===== src/rtl/seq_feeder.sv =====
// Feeds row symbols and a column stream into a systolic scoring array,
// then waits for the array's final score or a drain timeout.
module seq_feeder #(
    parameter int DATA_WIDTH = 8,
    parameter int ROW_LEN    = 4,
    parameter int COL_LEN    = 8,
    parameter int TIMEOUT    = 64
) (
    input  logic                          clk,
    input  logic                          rst,
    input  logic                          ld_valid,
    output logic                          ld_ready,
    input  logic                          ld_sel,
    input  logic [DATA_WIDTH-1:0]         ld_data,
    input  logic                          start,
    output logic                          busy,
    output logic [DATA_WIDTH*ROW_LEN-1:0] row_data_out,
    output logic [ROW_LEN-1:0]            row_valid_out,
    output logic [DATA_WIDTH-1:0]         col_data_out,
    output logic                          col_valid_out,
    input  logic [DATA_WIDTH-1:0]         res_data,
    input  logic                          res_valid,
    output logic [DATA_WIDTH-1:0]         score,
    output logic                          score_valid,
    output logic                          done,
    output logic                          err_ovf,
    output logic                          err_timeout
);

    localparam int RCW = $clog2(ROW_LEN + 1);
    localparam int CCW = $clog2(COL_LEN + 1);
    localparam int TCW = $clog2(TIMEOUT + 1);
    localparam int RIW = (ROW_LEN > 1) ? $clog2(ROW_LEN) : 1;
    localparam int CIW = (COL_LEN > 1) ? $clog2(COL_LEN) : 1;

    typedef enum logic [2:0] {IDLE, ROWS, COLS, DRAIN, DONE} state_t;
    state_t state, state_n;

    logic [DATA_WIDTH-1:0] row_buf [ROW_LEN];
    logic [DATA_WIDTH-1:0] col_buf [COL_LEN];

    logic [RCW-1:0] row_cnt;
    logic [CCW-1:0] col_cnt, res_cnt, col_idx, col_idx_n;
    logic [TCW-1:0] tmo_cnt;

    logic accept, row_full, col_full, row_wr, col_wr;
    logic res_hit, drain_ok, tmo_hit;
    logic [DATA_WIDTH*ROW_LEN-1:0] row_bus;
    logic [ROW_LEN-1:0]            row_vec;

    assign accept   = ld_valid && ld_ready;
    assign row_full = (row_cnt == RCW'(ROW_LEN));
    assign col_full = (col_cnt == CCW'(COL_LEN));
    assign row_wr   = accept && !ld_sel && !row_full;
    assign col_wr   = accept && ld_sel && !col_full;
    assign res_hit  = res_valid && (state == COLS || state == DRAIN)
                      && (res_cnt < col_cnt);
    assign drain_ok = (res_cnt == col_cnt);
    assign tmo_hit  = (state == DRAIN) && !drain_ok
                      && (tmo_cnt == TCW'(TIMEOUT - 1));
    assign col_idx_n = (state == COLS) ? col_idx + 1'b1 : '0;

    always_comb begin
        state_n = state;
        unique case (state)
            IDLE:    if (start && row_cnt != '0 && col_cnt != '0) state_n = ROWS;
            ROWS:    state_n = COLS;
            COLS:    if (col_idx == col_cnt - 1'b1) state_n = DRAIN;
            DRAIN:   if (drain_ok || tmo_hit) state_n = DONE;
            DONE:    state_n = IDLE;
            default: state_n = IDLE;
        endcase
    end

    // Row view includes a beat written in the same cycle as start.
    always_comb begin
        row_bus = '0;
        row_vec = '0;
        for (int i = 0; i < ROW_LEN; i++) begin
            if (RCW'(i) < row_cnt) begin
                row_vec[i] = 1'b1;
                row_bus[i*DATA_WIDTH +: DATA_WIDTH] = row_buf[i];
            end else if (row_wr && RCW'(i) == row_cnt) begin
                row_vec[i] = 1'b1;
                row_bus[i*DATA_WIDTH +: DATA_WIDTH] = ld_data;
            end
        end
    end

    always_ff @(posedge clk or negedge rst) begin
        if (!rst) state <= IDLE;
        else      state <= state_n;
    end

    always_ff @(posedge clk) begin
        if (row_wr) row_buf[row_cnt[RIW-1:0]] <= ld_data;
        if (col_wr) col_buf[col_cnt[CIW-1:0]] <= ld_data;
    end

    always_ff @(posedge clk or negedge rst) begin
        if (!rst) begin
            row_cnt       <= '0;
            col_cnt       <= '0;
            res_cnt       <= '0;
            col_idx       <= '0;
            tmo_cnt       <= '0;
            ld_ready      <= 1'b0;
            busy          <= 1'b0;
            row_data_out  <= '0;
            row_valid_out <= '0;
            col_data_out  <= '0;
            col_valid_out <= 1'b0;
            score         <= '0;
            score_valid   <= 1'b0;
            done          <= 1'b0;
            err_ovf       <= 1'b0;
            err_timeout   <= 1'b0;
        end else begin
            ld_ready      <= (state_n == IDLE);
            busy          <= (state_n != IDLE);
            row_valid_out <= '0;
            col_valid_out <= 1'b0;
            score_valid   <= 1'b0;
            done          <= 1'b0;
            col_idx       <= col_idx_n;

            if (row_wr) row_cnt <= row_cnt + 1'b1;
            if (col_wr) col_cnt <= col_cnt + 1'b1;
            if (accept && (ld_sel ? col_full : row_full)) err_ovf <= 1'b1;

            if (state_n == ROWS) begin
                row_valid_out <= row_vec;
                row_data_out  <= row_bus;
                err_timeout   <= 1'b0;
            end
            if (state_n == COLS) begin
                col_valid_out <= 1'b1;
                col_data_out  <= col_buf[col_idx_n[CIW-1:0]];
            end

            if (res_hit) begin
                res_cnt <= res_cnt + 1'b1;
                if (res_cnt + 1'b1 == col_cnt) score <= res_data;
            end

            if (state != DRAIN) tmo_cnt <= '0;
            else if (tmo_cnt != TCW'(TIMEOUT)) tmo_cnt <= tmo_cnt + 1'b1;

            if (tmo_hit) err_timeout <= 1'b1;
            if (state_n == DONE) begin
                done        <= 1'b1;
                score_valid <= !tmo_hit;
            end
            if (state == DONE) begin
                row_cnt <= '0;
                col_cnt <= '0;
                res_cnt <= '0;
            end
        end
    end

endmodule


===== config.mk =====
export PLATFORM = sky130hd
export DESIGN_NAME = seq_feeder
export DESIGN_NICKNAME = d
export VERILOG_FILES = /design/src/rtl/seq_feeder.sv
export SDC_FILE = /design/constraint.sdc
export NUM_CORES = 1
export LEC_CHECK = 0
export CORE_MARGIN = 3
export CORE_UTILIZATION = 56
export CTS_CLUSTER_SIZE = 12
export DETAILED_ROUTE_END_ITERATION = 7
export HOLD_SLACK_MARGIN = 0.02
export PLACE_DENSITY = 0.79
export SETUP_SLACK_MARGIN = 0.05
export SLEW_MARGIN = 20
export SYNTH_ARGS = -nofsm -noshare
export SYNTH_HDL_FRONTEND = slang
export SYNTH_SLANG_ARGS = --single-unit

===== constraint.sdc =====
create_clock -name clk -period 2.6 [get_ports clk]
set_clock_uncertainty 0.05 [all_clocks]
set_input_delay 0.26 -clock clk [delete_from_list [all_inputs] [get_ports clk]]
set_output_delay 0.26 -clock clk [all_outputs]
set_load 0.05 [all_outputs]

* After elaboration in Yosys (flattened, before gate mapping)
Memory sizes are Yosys's and may differ from the RTL's. A register that Yosys moved wholly into a read port is not among the register bits.
Cells that the tools add are included.
** Storage, ports and cells
- Bits of input ports :: 22
- Memory bits (writable) :: 96
- Bits in registers :: 76
- Memories kept :: 2
** Memory list
- col_buf :: words 8, bits a word 8, read ports 1, clocked after Yosys merged registers in 1, wr ports 1, line 40 : logic [DATA_WIDTH-1:0] col_buf [COL_LEN];
- row_buf :: words 4, bits a word 8, read ports 4, clocked after Yosys merged registers in 1, wr ports 1, line 39 : logic [DATA_WIDTH-1:0] row_buf [ROW_LEN];
** Cells by class
- $add $sub $neg :: 6
- Mux-type cells :: 40
- Magnitude comparators :: 5
- Reductions and logical operators :: 37
- Equal/unequal tests :: 18
** Operator list (count)
- 8-bit two-way mux :: 8
- 4-bit two-way mux :: 6
- 1-bit two-way mux :: 18
- 1-bit logical AND :: 16
- 3-bit two-way mux :: 5
- 7-bit two-way mux :: 2
- 4-bit by 1-bit adder with 4-bit output, second input constant :: 3
- 4-bit equality test :: 3
- 3-bit one-hot mux with 4 select lines :: 1
- 2-bit nonzero test :: 5
- 3-bit by 2-bit equality test with 1-bit output, second input constant :: 3
- 3-bit equality test, second input constant :: 3
- 3-bit zero test :: 3
- 7-bit by 1-bit adder with 7-bit output, second input constant :: 1
- 7-bit by 6-bit equality test with 1-bit output, second input constant :: 1
- 1-bit zero test :: 7
- 7-bit inequality test, second input constant :: 1
- 2-bit by 3-bit equality test with 1-bit output, first input constant :: 2
- 3-bit by 1-bit equality test with 1-bit output, second input constant :: 2
- 1-bit by 3-bit < comparator with 1-bit output, first input constant :: 2
- 2-bit by 3-bit < comparator with 1-bit output, first input constant :: 2
- 3-bit nonzero test :: 2
- 4-bit equality test, second input constant :: 1
- 4-bit < comparator :: 1
- 7 further kinds :: 8

* Depth between registers and ports, before layout
- Depth in word-level cells :: 10
- Depth in mapped cells :: 9

* Worst setup path after synthesis
Ideal clock, no wire load.
- Path type :: register -> register
- Start :: register ld_ready
- End :: memory col_buf[1][0], enable pin
- Buffers on the path :: 0
- Clock period less this slack :: 2322 ps
- Setup time :: 383 ps
- Cell stages (with the launch flop) :: 5
- Arrival time :: 1889 ps
- Path slack :: 278 ps
- Path through :: dfrtp_1 -> nand3_1 -> a31oi_2 -> nand2_1 -> nor3_1
** Between the ends
- Word-level cells in the longest chain between the ends :: 5
** RTL lines
- start: declaration :: line 12 : output logic ld_ready,
- start signal: assignment :: line 119 : ld_ready <= (state_n == IDLE);
- 1-bit logical AND :: line 51 : assign accept = ld_valid && ld_ready;
- 1-bit logical AND (2 in series) :: line 55 : assign col_wr = accept && ld_sel && !col_full;
- 1-bit two-way mux :: line 97 : if (col_wr) col_buf[col_cnt[CIW-1:0]] <= ld_data;
- 1-bit two-way mux (implied by the code) :: line 97
- end: declaration :: line 40
Every way passes these cells.

* Worst setup path after layout
- Start :: register col_cnt[0]
- End :: register col_data_out[5] (read register of col_buf)
** Between the ends
- Word-level cells in the longest chain between the ends :: 8
- Elaborated cells on any way between the ends :: 14
- Those cells by class :: 1 x add/sub; 3 x eq/ne; 4 x mux; 6 x reduce/logical
** RTL lines
- start: declaration :: line 43 : logic [CCW-1:0] col_cnt, res_cnt, col_idx, col_idx_n;
- start signal: assignment :: line 128 : if (col_wr) col_cnt <= col_cnt + 1'b1;
- parallel branches: the longest is 6 deep, another holds 4-bit by 1-bit subtractor with 4-bit output
- 3-bit one-hot mux with 4 select lines * :: line 65 : unique case (state)
- 3-bit by 2-bit equality test with 1-bit output * :: line 136 : if (state_n == COLS) begin
- end: declaration :: line 19 : output logic [DATA_WIDTH-1:0] col_data_out,
Mark *: on every way between the ends.
A chain may end at the register's enable or synchronous reset.

==> summary.md <==
| Metric | Value |
|---|---|
| Critical Path Source Type | flip-flop |
| Fill count | 893 |
| Final Cell Area | 0.00904 mm² |
| Post-synthesis xor/xnor area fraction | between 2 and 3% |
| CP Cell Sequence | inv_1, ha_1, xor2_1, nand3_1, or3_1, nand2_4, mux2_2 |
| Drt total wl | 15.3 mm |
| Vias/cell | 5.72 |
| Req. time, crit path | about 2.9 ns |
| WHS | 0.301 ns |
| Leak | 3.47 nW |
| Initial antenna violation count | 0 |
| Max Cap Violations | 0 |
| Yosys warns | 0 |
| Detail Route Antenna Nets | 0 |
| Critical Path AT | 2.58 ns |
| R2r endpoint | col_data_out[5]$_DFFE_PN0N_ |
| Min-delay worst type | in2async |
| Slew Limit Fails | 0 |
| # DRC | 0 |
| Register area | 0.00498 mm² |
| Port-buffer cells | 80 |
| CTS HTree Levels | 4 |
| Routed len/inst | 19.1 µm |
| Share of the synthesized area in the top cell type | 39.4% |
| Synth unique cells | slightly below 50 |
| CP Capture Type | flip-flop |
| First-pass GRT wire length | about 25 mm |
| Sink Count | between 150 and 200 |
| Setup slack after layout | approximately 0.28 ns |
| Routability cong. | 0.867 |
| Clk buf depth | 2 |
| CTS root buffer | clkbuf_16 |
| # rows | 41 |
| Gr usage total | between 20% and 30% |
| HPWL Detailed | 10.2 mm |
| Pin count of the biggest net entering global routing | 40 |
| RSZ-0062 raised after global routing | no |
| Proportion of synthesized area in mux cells | 6.44% |
| Main combinational cell family by area after synthesis | compound AO/OA/AOI/OAI gates |
| Synthesized flop and latch total | 180 |
| DRT iter0 DRCs | 334 |
| Multi-input logic area | around 0.0022 mm² |
| Synth top area cells | edfxtp_1, dfrtp_1, mux2_1 |
| Crit path largest cell delay | 0.48 ns |
| Endpoints failing hold | 0 |
| Post-synth top area cell | edfxtp_1 |
| Starting Density | 57.5% |
| Compound-Gate Fraction of Synth Area | 9.52% |
| Setup TNS | 0 ns |
| R2r worst-path depth | 7 |
| Post-layout min period | around 2.3 ns |
| Crit-path slowest cell | dfrtp_1 |
| PwrDens | ~1200 mW/mm² |
| CTS Hold Buffers Added | 1 |
| Pre-CTS WS | about 0.28 ns |
| Share of cells above drive strength 1 | 10.9% |
| Die ar. | 0.0145 mm² |
| Ports | 81 |
| Dpl cell area | 0.00838 mm² |
| Sequential fraction of the synthesis area | 68.1% |
| Clock Pin Slew Worst Setup and Hold Paths | around 0.070 ns |
| Avg Inst Size Synth | 14.1 µm² |
| CTS tree | yes |
| Area fraction in and, or, nand and nor cells after synthesis | 8.34% |
| Vias post-DR | 4,596 |
| Post-CTS Setup Inserts | 0 |
| Critical path type | reg2reg |
| Total core area | 0.0127 mm² |
| Slew margin rel. | 49.1% |
| WP buf/inv | 1 |
| Synth Net Count | 555 |
| Status | finished clean |
| Gr ovfl total | 0 |
| Final setup viols | 0 |
| Post_cts resized | 0 |
| Maximum fanout along the worst path | 9 |
| Final period util | 89.1% |
| Worst R2R Start | col_cnt[0]$_DFFE_PN0P_ |
| DRT Pass-1 Iters | 4 |
| Clk_lat worst skew | 0.43 ns |
| N_diodes | 0 |
| Die Span X | 120 µm |
| Total power | between 10 and 15 mW |
| Number of global-route vias before repair | 4,832 |
| Area grow syn2layout | 23.5% |
| Worst slew pin tran | 0.758 ns |
| Fmax achieved | 432 MHz |
| R2R Setup Slk | 0.28 ns |
| Post-synthesis cell area | 0.00732 mm² |
| VDD IR max | between 700 and 800 µV |
| Cells after Synth | 519 |
| Adder-cell share of the synthesized area | 2.39% |
| CTS Buf Count | 17 |
| CP delay by family, top | simple AND/OR/NAND/NOR gates |
| Nets | about 650 |
| Die Span Y | 120 µm |
## registers in the layout, indices dropped and copies added (netlist names), 7 cells and up
name and cells:
row_buf 32, row_data_out 32, tmo_cnt 7, col_data_out 8, col_buf 64, score 8
## metrics by stage
stage | util, % | std cells
finish | 71.1 | 803
CTS | 71.1 | 803
detailed placement | 65.9 | 770
global placement | 65.9 | 770
global route | 71.1 | 803
floorplan | - | 519
## routing by layer
metal  GRT usage [%]  vias to the layer above  part of all wire, %
li1                -                     2120                    -
met4            9.70                        0                  1.9
met3            5.00                       28                  4.7
met2            37.4                      128                   51
met1            29.8                     2320                   42
met5               0                        -                    0
## where the power goes
part | leakage [nW] | switching, mW | total [mW] | internal, mW
clock | 0.312 | 1.08 | 2.77 | 1.68
sequential | 1.96 | 0.356 | 3.78 | 3.42
combinational | 1.20 | 2.36 | 3.86 | 1.50
## synth_stat cells (all sizes together)
master,instances
nand2,39
xor2,10
o22ai,8
o22a,16
a311o,1
and2,8
mux2,25
a21o,1
nand2b,1
or3,3
o221ai,1
ha,14
a21oi,10
a22oi,24
dfrtp,84
nand4,2
inv,12
nor2,31
nor3b,1
edfxtp,96
and3,4
o211ai,1
mux2i,19
a211oi,1
o21ai,28
nand3,12
buf,15
clkbuf,8
a31oi,2
and4b,1
nand3b,2
nor4,3
nor3,7
or2,2
xnor2,14
a221oi,8
nor2b,3
nor4b,2
## worst max-delay path by stage
stage | from | to | slack, ns | cells after the start
after detailed placement | start | row_data_out[27]$_DFFE_PN0N_ | 0.28 | 6
final | col_cnt[0]$_DFFE_PN0P_ | col_data_out[5]$_DFFE_PN0N_ | 0.28 | 7
after global placement | start | row_data_out[17]$_DFFE_PN0N_ | 0.37 | 6
after CTS | col_cnt[0]$_DFFE_PN0P_ | col_data_out[5]$_DFFE_PN0N_ | 0.29 | 7
after floorplan | ld_ready$_DFF_PN0_ | col_buf[1][0]$_DFFE_PP_ | 0.28 | 4
after global routing | col_cnt[1]$_DFFE_PN0P_ | score[6]$_DFFE_PN0P_ | 0.12 | 7
## layout by cell type, fill, tap and decap left out, types with 10 or more instances in the layout
master,count
o21ai_1,25
mux2_1,19
dfrtp_1,84
clkbuf_16,18
xnor2_1,14
ha_1,14
a22oi_1,24
mux2i_1,19
o22a_1,16
xor2_1,10
a21oi_1,10
nand3_1,12
edfxtp_1,96
clkdlybuf4s50_1,79
buf_4,23
inv_1,10
nor2_1,31
nand2_1,38
## area by class of cell
cell class / instances / share of cell area [%]
repair buffers: 103 / 10.8
well taps: 172 / 2.38
inverters: 12 / 0.498
multi-input cells: 304 / 24.1
clock inverters: 13 / 2.16
flip-flops and latches: 180 / 55.1
clock buffers: 19 / 5.02
## logic make-up after synthesis
group | count (synthesis)
fa+ha+maj | 14
flops | 180
xor+xnor | 24
buf+inv | 35
mux | 44
compound gates | 101
simple gates | 121
Note: power is estimated with default switching activity, not from simulation.
